[src/rtl/tx_arbiter.sv]
`default_nettype none
// ============================================================================
// Module   : tx_arbiter
// Brief    : Two-requester TX command arbiter with outstanding-read tag FIFO
//            that routes RX replies back to the scheduler or prefetch unit.
// Revision : 1.0
// ============================================================================
module tx_arbiter #(
    parameter int CMD_BITS = 2,
    parameter int DEPTH    = 2
) (
    input  logic                clk,
    input  logic                reset,
    input  logic                sched_cmd_valid,
    input  logic [CMD_BITS-1:0] sched_cmd,
    input  logic                sched_cmd_is_read,
    input  logic                sched_reserve,
    output logic                sched_started,
    input  logic                pf_cmd_valid,
    input  logic [CMD_BITS-1:0] pf_cmd,
    output logic                pf_started,
    output logic                tx_command_valid,
    output logic [CMD_BITS-1:0] tx_command,
    input  logic                tx_command_started,
    input  logic                rx_started,
    input  logic                rx_done,
    output logic                rx_to_sched,
    output logic                rx_to_pf,
    output logic [1:0]          outstanding,
    output logic                rx_unexpected
);

    localparam logic [1:0] c_DEPTH    = 2'(DEPTH);
    localparam logic [1:0] c_LAST_IDX = 2'(DEPTH - 1);

    typedef enum logic [1:0] {
        ST_IDLE    = 2'd0,
        ST_GRANT_S = 2'd1,
        ST_GRANT_P = 2'd2
    } state_t;

    state_t     r_state;
    state_t     w_state_next;
    logic       r_last_grant;       // 1 = prefetch was granted last
    logic       w_last_grant_next;

    logic [3:0] r_tags;             // 0 = scheduler, 1 = prefetch
    logic [1:0] r_head;
    logic [1:0] r_tail;
    logic [1:0] r_count;
    logic       r_rx_busy;
    logic       r_rx_unexpected;

    logic       w_not_full;
    logic       w_empty;
    logic       w_cand_s;
    logic       w_cand_p;
    logic       w_push;
    logic       w_push_tag;
    logic       w_pop;
    logic       w_head_tag;
    logic       w_rx_active;

    assign w_not_full = (r_count < c_DEPTH);
    assign w_empty    = (r_count == 2'd0);
    assign w_cand_s   = sched_cmd_valid && (!sched_cmd_is_read || w_not_full);
    assign w_cand_p   = pf_cmd_valid && !sched_reserve && w_not_full;

    always_comb begin
        w_state_next      = r_state;
        w_last_grant_next = r_last_grant;
        tx_command_valid  = 1'b0;
        tx_command        = '0;
        sched_started     = 1'b0;
        pf_started        = 1'b0;
        case (r_state)
            ST_IDLE: begin
                if (w_cand_s && w_cand_p) begin
                    w_state_next = r_last_grant ? ST_GRANT_S : ST_GRANT_P;
                end else if (w_cand_s) begin
                    w_state_next = ST_GRANT_S;
                end else if (w_cand_p) begin
                    w_state_next = ST_GRANT_P;
                end
            end
            ST_GRANT_S: begin
                tx_command_valid = 1'b1;
                tx_command       = sched_cmd;
                sched_started    = tx_command_started;
                if (tx_command_started) begin
                    w_state_next      = ST_IDLE;
                    w_last_grant_next = 1'b0;
                end
            end
            ST_GRANT_P: begin
                tx_command_valid = 1'b1;
                tx_command       = pf_cmd;
                pf_started       = tx_command_started;
                if (tx_command_started) begin
                    w_state_next      = ST_IDLE;
                    w_last_grant_next = 1'b1;
                end
            end
            default: begin
                w_state_next = ST_IDLE;
            end
        endcase
    end

    always_ff @(posedge clk) begin
        if (reset) begin
            r_state      <= ST_IDLE;
            r_last_grant <= 1'b1;
        end else begin
            r_state      <= w_state_next;
            r_last_grant <= w_last_grant_next;
        end
    end

    // A push can never hit a full FIFO: read grants require free space and
    // only one grant is ever in flight.
    assign w_push     = pf_started || (sched_started && sched_cmd_is_read);
    assign w_push_tag = pf_started;
    assign w_pop      = rx_done && !w_empty;
    assign w_head_tag = r_tags[r_head];

    always_ff @(posedge clk) begin
        if (reset) begin
            r_tags  <= '0;
            r_head  <= '0;
            r_tail  <= '0;
            r_count <= '0;
        end else begin
            if (w_push) begin
                r_tags[r_tail] <= w_push_tag;
                r_tail         <= (r_tail == c_LAST_IDX) ? 2'd0 : r_tail + 2'd1;
            end
            if (w_pop) begin
                r_head <= (r_head == c_LAST_IDX) ? 2'd0 : r_head + 2'd1;
            end
            case ({w_push, w_pop})
                2'b10:   r_count <= r_count + 2'd1;
                2'b01:   r_count <= r_count - 2'd1;
                default: r_count <= r_count;
            endcase
        end
    end

    // Replies arriving with nothing outstanding are flagged and never routed.
    always_ff @(posedge clk) begin
        if (reset) begin
            r_rx_busy       <= 1'b0;
            r_rx_unexpected <= 1'b0;
        end else begin
            if (rx_done) begin
                r_rx_busy <= 1'b0;
            end else if (rx_started && !w_empty) begin
                r_rx_busy <= 1'b1;
            end
            if ((rx_started || rx_done) && w_empty) begin
                r_rx_unexpected <= 1'b1;
            end
        end
    end

    assign w_rx_active   = r_rx_busy || (rx_started && !w_empty);
    assign rx_to_sched   = w_rx_active && !w_head_tag;
    assign rx_to_pf      = w_rx_active && w_head_tag;
    assign outstanding   = r_count;
    assign rx_unexpected = r_rx_unexpected;

endmodule
`default_nettype wire

[config.mk]
export PLATFORM = sky130hd
export DESIGN_NAME = tx_arbiter
export DESIGN_NICKNAME = d
export VERILOG_FILES = /design/src/rtl/tx_arbiter.sv
export SDC_FILE = /design/constraint.sdc
export NUM_CORES = 1
export LEC_CHECK = 0
export BUFFER_PORTS_ARGS = -buffer_cell sky130_fd_sc_hd__buf_2
export CAP_MARGIN = 10
export CORE_ASPECT_RATIO = 1.5
export CORE_UTILIZATION = 40
export DETAILED_ROUTE_END_ITERATION = 8
export PLACE_DENSITY = 0.65
export SYNTH_ARGS = -nofsm -noshare
export SYNTH_HDL_FRONTEND = slang
export SYNTH_SLANG_ARGS = --single-unit
[constraint.sdc]
create_clock -name clk -period 2.1 [get_ports clk]
set_input_delay 0.525 -clock clk [delete_from_list [all_inputs] [get_ports clk]]
set_output_delay 0.525 -clock clk [all_outputs]
set_load 0.01 [all_outputs]
# --- Word level (Yosys, flattened, before mapping) ---
# Cells that the tools add are included.
word_totals:
  register_bits: 15
  in_bits: 13
  out_inout_bits: 10
  wordCells: 74
classes:
  add_sub_neg: 4
  magnitude_cmp: 4
  n_eq_ne: 10
  mux: 21
  n_reduce_logical: 27
ops:
  columns: ["operator", "n"]
  rows:
  - ["2-to-1 mux 2 bit", 7]
  - ["case mux 2 bit (2 select lines)", 3]
  - ["logical AND 1 bit", 11]
  - ["equality test 2 x 1 -> 1 bit, second input constant", 4]
  - ["2-to-1 mux 1 bit", 7]
  - ["adder 2 x 1 -> 2 bit, second input constant", 3]
  - ["less-than comparator 2 x 3 -> 1 bit, second input constant", 2]
  - ["bitwise mux 4 bit", 1]
  - ["equality test 2 bit, second input constant", 2]
  - ["zero test 1 bit", 4]
  - ["zero test 2 bit", 2]
  - ["logical OR 1 bit", 4]
  - ["inequality test 2 bit, second input constant", 2]
  - ["inequality test 4 bit, second input constant", 1]
  - ["nonzero test 2 bit", 2]
  - ["OR reduction 2 bit", 2]
  - ["AND reduction 3 bit", 1]
  - ["binary-select mux 1 bit (select 2 bit)", 1]
  - ["demux 1 bit (select 2 bit)", 1]
  - [">= comparator 2 x 1 -> 1 bit, second input constant", 1]
  - ["less-than comparator 2 bit, second input constant", 1]
  - ["inequality test 2 x 1 -> 1 bit, second input constant", 1]
  - ["case mux 1 bit (2 select lines)", 1]
  - ["AND reduction 2 bit", 1]
  - ["subtractor 2 x 1 -> 2 bit, second input constant", 1]

# --- Longest topological paths before layout ---
# Gate-level depths: netlist of run 1.
logic_depth:
  word_depth: 7
  mapped_depth: 10
  depth_no_buf: 9

# --- Least setup slack after synthesis of run 1 ---
# No wires, ideal clock.
synth_path:
  kind: "register to register"
  from: "register r_state[0]"
  to: "register r_count[1] (netlist: outstanding[1])"
  arrival_time_ns: 1.959
  t_required_ns: 2.029
  setup_slack_ns: 0.070
  stages_incl_launch_ff: 10
  path_buffers: 1
  cell_sequence: "dfxtp_1 > inv_1 > ha_1 > clkbuf_1 > a21oi_1 > nor2_1 > inv_1 > ha_1 > or3_2 > a21oi_1"
synth_between:
  elab_chain_cells: 6
  word_cells_on_any_way: 10
synth_lines:
  columns: ["element", "line", "source"]
  rows:
  - ["from (decl)", "42", "state_t r_state;"]
  - ["from (signal assigned)", "115", "r_state <= w_state_next;"]
  - ["equality test 2 x 1 -> 1 bit", "76", "case (r_state)"]
  - ["2-to-1 mux 1 bit", "76", null]
  - ["logical AND 1 bit", "122", "assign w_push = pf_started || (sched_started && sched_cmd_is_read);"]
  - ["logical OR 1 bit *", "122", null]
  - ["equality test 2 x 1 -> 1 bit or equality test 2 bit (tied branches)", "141", "case ({w_push, w_pop})"]
  - ["case mux 2 bit (2 select lines) or nonzero test 2 bit (tied branches)", null, null]
  - ["to (signal assigned)", "142", "2'b10: r_count <= r_count + 2'd1;"]
  - ["to (signal assigned)", "143", "2'b01: r_count <= r_count - 2'd1;"]
  - ["to (signal assigned)", "144", "default: r_count <= r_count;"]
  - ["to (decl)", "50", "logic [1:0] r_count;"]
# Every way passes the cells marked *; elsewhere a longest branch is shown, timed or not.
# A chain may end at the register's enable or synchronous reset.

# --- Final worst setup path of run 1 ---
layout_path:
  from: "register r_head[0]"
  to: "output port rx_to_pf"
layout_between:
  elab_chain_cells: 3
layout_lines:
  columns: ["element", "line", "source"]
  rows:
  - ["from (decl)", "48", "logic [1:0] r_head;"]
  - ["from (signal assigned)", "139", "r_head <= (r_head == c_LAST_IDX) ? 2'd0 : r_head + 2'd1;"]
  - ["binary-select mux 1 bit (select 2 bit)", "125", "assign w_head_tag = r_tags[r_head];"]
  - ["2-to-1 mux 1 bit (implied by the code)", "125", null]
  - ["logical AND 1 bit", "168", "assign rx_to_pf = w_rx_active && w_head_tag;"]
  - ["to (decl)", "28", "output logic rx_to_pf,"]
# Every way passes these cells. The select of a mux whose other input is x is not followed.

==> results of run 1 <==
metrics by stage:
stage	worst slack (ns)	cell area, um^2
after floorplan	0.07010	824.5
after global placement	0.2566	960.9
after detailed placement	0.2239	960.9
after CTS	0.05126	987.2
after global routing	0.01495	988.4
final	0.08585	988.4
registers in the layout, summed over array words and instances (netlist names):
name,flops
outstanding,2
r_head,2
r_last_grant,1
r_rx_busy,1
r_state,2
r_tags,4
r_tail,2
rx_unexpected,1
cell families after synthesis:
logic type	Yosys count	synth area share [%]
simple gates	33	24.58
compound gates	24	18.51
flops	15	36.42
buf+inv	12	5.917
fa+ha+maj	4	6.070
xor+xnor	3	3.187
mux	3	5.311
metal layers:
metal	share of wire [%]	vias up
met2	53	23
met4	2.7	0
li1	-	378
met1	40	337
met5	0	-
met3	3.9	5
power by group through the flow:
stage | registers, mW | logic (mW) | clock network, mW
after floorplan | 0.366 | 0.254 | 0
after global placement | 0.373 | 0.354 | 0
after detailed placement | 0.375 | 0.364 | 0
after CTS | 0.368 | 0.366 | 0.172
after global routing | 0.375 | 0.407 | 0.180
final | 0.368 | 0.361 | 0.167
final timing paths:
path                                    from                     endpoint  slack [ns]  depth (start not counted)
setup / recovery      r_head[0]$_SDFFE_PP0P_                     rx_to_pf        0.09                          3
hold / removal                       rx_done       r_rx_busy$_SDFFE_PP0P_        0.43                          2
setup reg to reg     r_state[1]$_SDFFE_PP0P_  outstanding[1]$_SDFFE_PP0P_        0.21                          8
hold reg to reg   rx_unexpected$_SDFFE_PP0P_   rx_unexpected$_SDFFE_PP0P_        0.44                          2
cells in the final DEF (no fill, tap or decap), drive strengths merged, types with 4 or more instances in the layout:
cell type  instances
dfxtp             15
nand2b             4
nor2               6
inv                7
buf               25
a21oi             11
ha                 4
nor2b              4
o21ai              5
clkbuf             4
repair_timing:
action	CTS	global route
resized for setup	0	1
setup endpoints to repair	0	2
endpoints found under the hold margin	0	0
Yosys cell counts:
| master | instances |
|---|---|
| inv_1 | 6 |
| ha_1 | 4 |
| o21a_1 | 1 |
| a311oi_2 | 1 |
| and2b_1 | 1 |
| o21bai_1 | 1 |
| nand2_1 | 2 |
| clkbuf_1 | 4 |
| nand3b_1 | 2 |
| inv_2 | 1 |
| o41ai_1 | 1 |
| o21ai_0 | 5 |
| mux2i_1 | 1 |
| mux4_2 | 1 |
| or3_1 | 1 |
| a21oi_1 | 11 |
| nor3_1 | 1 |
| nor2b_1 | 4 |
| and2_1 | 1 |
| or4b_4 | 1 |
| or2b_1 | 1 |
| nor2_1 | 6 |
| or2_2 | 1 |
| and2_2 | 1 |
| buf_4 | 1 |
| dfxtp_1 | 15 |
| nand4_1 | 2 |
| a211o_1 | 1 |
| nand3_1 | 2 |
| nand2b_1 | 4 |
| xnor2_1 | 2 |
| a22oi_1 | 2 |
| nand4b_1 | 2 |
| a222oi_1 | 1 |
| xor2_1 | 1 |
| or3_2 | 1 |
| mux2_1 | 1 |
cell type report:
cell class	instances	area [um^2]
inverter	7	26.28
multi-input combinational	67	475.5
fill	181	889.6
sequential	15	301.5
timing repair buffer	25	132.6
tap	21	26.28
clock buffer	4	26.28
==> impl_results.md, run 1 <==
* Maximum VDD drop at 0.0005626 V
* Setup crit start kind: flop
* Finished Core Util at a little over half
* Via Count at 743
* Worst stage delay on the critical path at around 0.52 ns
* CP required at 1.57 ns
* Skew final at 0.0005929 ns
* Worst-Margin Slew at 0.4794 ns
* First-pass GRT wire length at ~2700 um
* GR peak layer: met2
* Final Non-Filler Cells at 139
* Max Cap Viol at 0
* Post-route total power at 896.7 uW
* Residual DRC at 0
* Crit. End Element: primary output
* Total Wirelength at 1647 um
* Switching share of total power at 35.37%
* I/O Pins at 23
* Crit path arrival time at between 1 and 1.5 ns
* Htree depth at 1
* WL per Instance at 11.85 um
* Cell accounting for the most synthesized area: dfxtp_1
* Slew Limit Fails at 0
* Area Growth Syn to Fin at 19.88%
* Cell family with most CP delay: multiplexers
* CP Buf/Inv Count at 1
* Syn nets at 111
* Main area contributors after synthesis: dfxtp_1, a21oi_1, ha_1, nand2b_1, nor2b_1
* Remaining antenna violation count at 0
* Final period util at 95.91%
* Clock period minus worst slack at 2.014 ns
* Synthesized flop and latch total at 15
* Hold Vio Cnt, Final at 0
* Status: finished, final reports clean
* CORE AREA at 1878 um^2
* Gpl congestion at 0.7456
* Synthesized instance count at 94
* Met3 Use GR at around 2.7%
* Reg power frac at 41.1%
* Full die area at between 2000 and 2500 um^2
* Post-CTS setup buffer count at 0
* Grt met2 use at a little under a third
* Largest net degree at the start of global routing at 18
* Switching Power at 317.2 uW
* Clock Sinks at 15
* Crit path max fanout at 3
* Pint at 579.5 uW
* Mapped Area at approximately 800 um^2
* Clock buffer depth at 2
* Clock Pin Slew Worst Setup and Hold Paths at around 0.08 ns
* Synth Warn # at 0
* GRT Resource Usage Total at 17.38%
* Sequential share of the synthesized area at a little over a third
* Avg Vias per Cell at roughly 5.3
* Number of global-route vias before repair at 658
* Setup CP Type: flop to primary output
* Initial core utilization at 43.90%
* Yosys cell types at 37
* Setup TNS at 0 ns
* Clk pwr share at a little under a fifth
* Worst Hold Class: input pin to flop
* Pleak at 0.4230 nW
* Port-buffer cells at 22
* Critical path cell sequence: mux4_2 -> nor2b_1 -> buf_2
* Ant diodes at 0
* Share of layout cells above drive strength 1 at 30.51%
* Drt first pass iters at 4
* Crit-path slowest cell: mux4_2
* Post-DP HPWL at 1295 um
* Layout Nets at 136
* Num CTS Buffers at 3
* M1 GR Usage at 17.20%
* Initial antenna violation count at 0
* RSZ-0062 raised after global routing: false
* Clk Latency, worst-skew pair at 0.29 ns
* Root buf cell: clkbuf_4
* Syn_area_per_cell at 8.772 um^2
* Cts hold-fix bufs at 0
* Setup violators final at 0
* Relative slew margins at 68.04%
* Die Y-Extent at 57.61 um
* Total congestion overflow at 0
* Starting DRC count in detailed routing at 15
* DIE WIDTH at 39.07 um
* Pwr/cell area at 907.2 nW/um^2
* Row count at 19
* DP Cell Count at about 140
* Max Freq at 496.5 MHz
* Hold slack at 0.4307 ns
* Combinational power share at 40.3%
* CTS tree: done
* Share of the synthesized area in the top cell type at 36.42%
No activity file was read; power rests on OpenSTA's default activity.
==> run 2, diff against run 1 <==
Settings changed: ABC_AREA from default to 1, CORE_ASPECT_RATIO 1.5 to default, PLACE_DENSITY 0.65 to 0.66.
==> run 2 against run 1 <==
  * Critical path depth grew 3
  * Largest cell class unchanged
  * Clock skew grew 0.0013 ns
  * Utilization grew 1.6 points
  * Cell area shrank 3.3%
  * Sequential share of layout area grew 0.91 points
  * First-iteration DRC count shrank 20%
==> impl_results.md, run 2 <==
* Status: finished, final reports clean
* Ant diodes at 0
* First-pass GRT wire length at 2546 um
* Synth Area in XOR/XNOR at approximately 1.1%
* Drt first pass iters at 4
* Top reg by flops: r_tags
* Combinational power share at between 40% and 50%
* Post-Synth Simple-Gate Area at 28.85%
* I/O Pins at 23
* Post-CTS Resized at 0
* Worst r2r path cells at 10
* Switching share of total power at a little over two fifths
* Worst r2r src: r_state[1]$_SDFFE_PP0P_
* Post-DP HPWL at 1210 um
* CTS tree: done
* Gpl congestion at 0.7145
* Share of the synthesized area in the top cell type at roughly 39%
* Area Growth Syn to Fin at 23.83%
* Clock Pin Slew Worst Setup and Hold Paths at 0.09 ns
* Initial core utilization at 43.76%
* Layout Nets at about 160
* Finished Core Util at approximately 54%
* Number of synthesized flops with an enable pin at 0
* Slew Limit Fails at 0
* Largest net degree at the start of global routing at 11
* Hold Vio Cnt, Final at 0
* Setup CP Type: flop to primary output
* Min-delay src: rx_done
* Worst stage delay on the critical path at 0.36 ns
* Pwr/cell area at 1136 nW/um^2
* Setup crit start kind: flop
* Worst Hold Class: input pin to flop
* Die Y-Extent at 45.93 um
* Clock period minus worst slack at 1.918 ns
* DIE WIDTH at 45.93 um
* Setup violators final at 0
* DP Cell Count at approximately 160
* Area of the multi-input gates at 400.4 um^2
* GRT Resource Usage Total at 17.25%
* Crit path max fanout at 6
* Total Wirelength at 1501 um
* Post-synthesis compound-gate area fraction at about 15%
* Yosys cell types at 18
* Via Count at 764
* Residual DRC at 0
* Avg Vias per Cell at roughly 4.6
* Worst-Margin Slew at about 0.26 ns
* Skew final at 0.001927 ns
* Row count at 15
* Crit-path slowest cell: dfxtp_1
* Maximum VDD drop at 0.0005853 V
* Hold Path Sink: r_rx_busy$_SDFFE_PP0P_
* Async S/R FF share, synth at 0%
* Total congestion overflow at 0
* Mapped Area at a little under 800 um^2
* Max reg flops at 4
* Reg2Reg Setup Slack at 0.32 ns
* Max Cap Viol at 0
* Clock Sinks at 15
* Post-synth top cells: nand2_1, nor2_1, inv_1, dfxtp_1, a21oi_1
* Clk Latency, worst-skew pair at 0.29 ns
* Max Freq at 521.3 MHz
* Cell accounting for the most synthesized area: dfxtp_1
* Crit path arrival time at 1.39 ns
* Synthesized flop and latch total at 15
* Syn nets at 130
* Post-synthesis mux area share at 0%
* Finished Cell Area at 955.9 um^2
* WL per Instance at 9.042 um
* Main flop type after synthesis: dfxtp_1
* Count leader, synth: nand2_1
* Initial antenna violation count at 0
* Cts hold-fix bufs at 0
* Setup TNS at 0 ns
* RSZ-0062 raised after global routing: false
* Full die area at 2110 um^2
* Final Non-Filler Cells at 166
* Post-CTS setup buffer count at 0
* Reg power frac at 36.4%
* Hold Crit Depth at 2
* Switching Power at 462.0 uW
* Port-buffer cells at 22
* FF/Latch Area at 300.3 um^2
* Synth Warn # at 0
* Remaining antenna violation count at 0
* Crit. End Element: primary output
* Most common cell after layout, fill and taps aside: nand2_1
* Root buf cell: clkbuf_4
* Adder-Cell Fraction of Synth Area at between 6 and 7%
* Pint at around 620 uW
* Critical path cell sequence: inv_1 -> ha_1 -> nand2_1 -> buf_4 -> inv_1 -> buf_2
* Num CTS Buffers at 3
* Largest family of logic cells by synthesized area: simple AND/OR/NAND/NOR gates
* Relative slew margins at 82.42%
* Main area contributors after synthesis: dfxtp_1, nand2_1, nor2_1, inv_1, ha_1
* Clock buffer depth at 2
* Clk pwr share at 15.6%
* Starting DRC count in detailed routing at 12
* # fillers at 185
* Final WS setup at 0.1818 ns
* Number of global-route vias before repair at 638
* Share of layout cells above drive strength 1 at about a fifth
* Pleak at 0.4839 nW
* CORE AREA at 1764 um^2
* CP required at 1.57 ns
* Htree depth at 1
* Final period util at 91.34%
* Syn_area_per_cell at 6.832 um^2
* Worst slack, placed at a little under 0.3 ns
* Placed Area at 928.4 um^2
* RR Endpoint: outstanding[1]$_SDFFE_PP0P_
* Synthesized instance count at approximately 110
* Most frequent cells in the layout: nand2_1, buf_2, nor2_1, inv_1, dfxtp_1
* Most used cell, CP: inv_1
* Sequential share of the synthesized area at 38.90%
[run 2: final cells by class]
class / count / area share (%)
Inverter: 19 / 7.461
Clock buffer: 3 / 2.356
Clock inverter: 1 / 0.5236
Multi-Input combinational cell: 79 / 41.88
Sequential cell: 15 / 31.41
Timing Repair Buffer: 24 / 13.09
Tap cell: 25 / 3.272
[run 2: worst max path at each step]
stage                                  from                          end  slack, ns  cells after the start
finish              r_state[0]$_SDFFE_PP0P_                   pf_started       0.18                      6
CTS                 r_state[0]$_SDFFE_PP0P_                   pf_started       0.16                      6
global placement         tx_command_started  outstanding[1]$_SDFFE_PP0P_       0.32                      9
floorplan           r_state[1]$_SDFFE_PP0P_  outstanding[1]$_SDFFE_PP0P_       0.34                     10
detailed placement       tx_command_started  outstanding[1]$_SDFFE_PP0P_       0.30                      9
global route        r_state[0]$_SDFFE_PP0P_                   pf_started       0.07                      6
[run 2: worst max-delay path, delay by kind of cell, from the launching register on]
kind	cells	cell delay, ns
buffers and inverters	4	0.40
DFF	1	0.36
adders and majority gates	1	0.23
and+or+nand+nor	1	0.13
[run 2: per-stage QoR]
stage,hold WS [ns],power (mW)
global route,0.4177,1.201
floorplan,0.4200,0.7669
CTS,0.4060,1.098
global placement,0.4351,0.9145
finish,0.4149,1.086
detailed placement,0.4417,0.9264
[run 2: logic make-up after synthesis]
group                      after synthesis
and+or+nand+nor                         54
buffers and inverters                   19
AOI/OAI and AO/OA                       20
DFF                                     15
adders and majority gates                4
xor gates and xnor gates                 1
[run 2: power groups by stage]
stage	combinational [mW]	clock (mW)	sequential, mW
after floorplan	0.367	0	0.400
after global placement	0.513	0	0.401
after detailed placement	0.524	0	0.402
after CTS	0.526	0.176	0.396
after global routing	0.609	0.188	0.404
final	0.522	0.169	0.395
[run 2: layer usage]
metal | part of all wire, % | track usage, % | vias to the layer above
li1 | - | - | 421
met1 | 47 | 20.86 | 328
met2 | 48 | 27.61 | 13
met3 | 4.0 | 5.952 | 2
met4 | 1.1 | 7.059 | 0
met5 | 0 | 0 | -
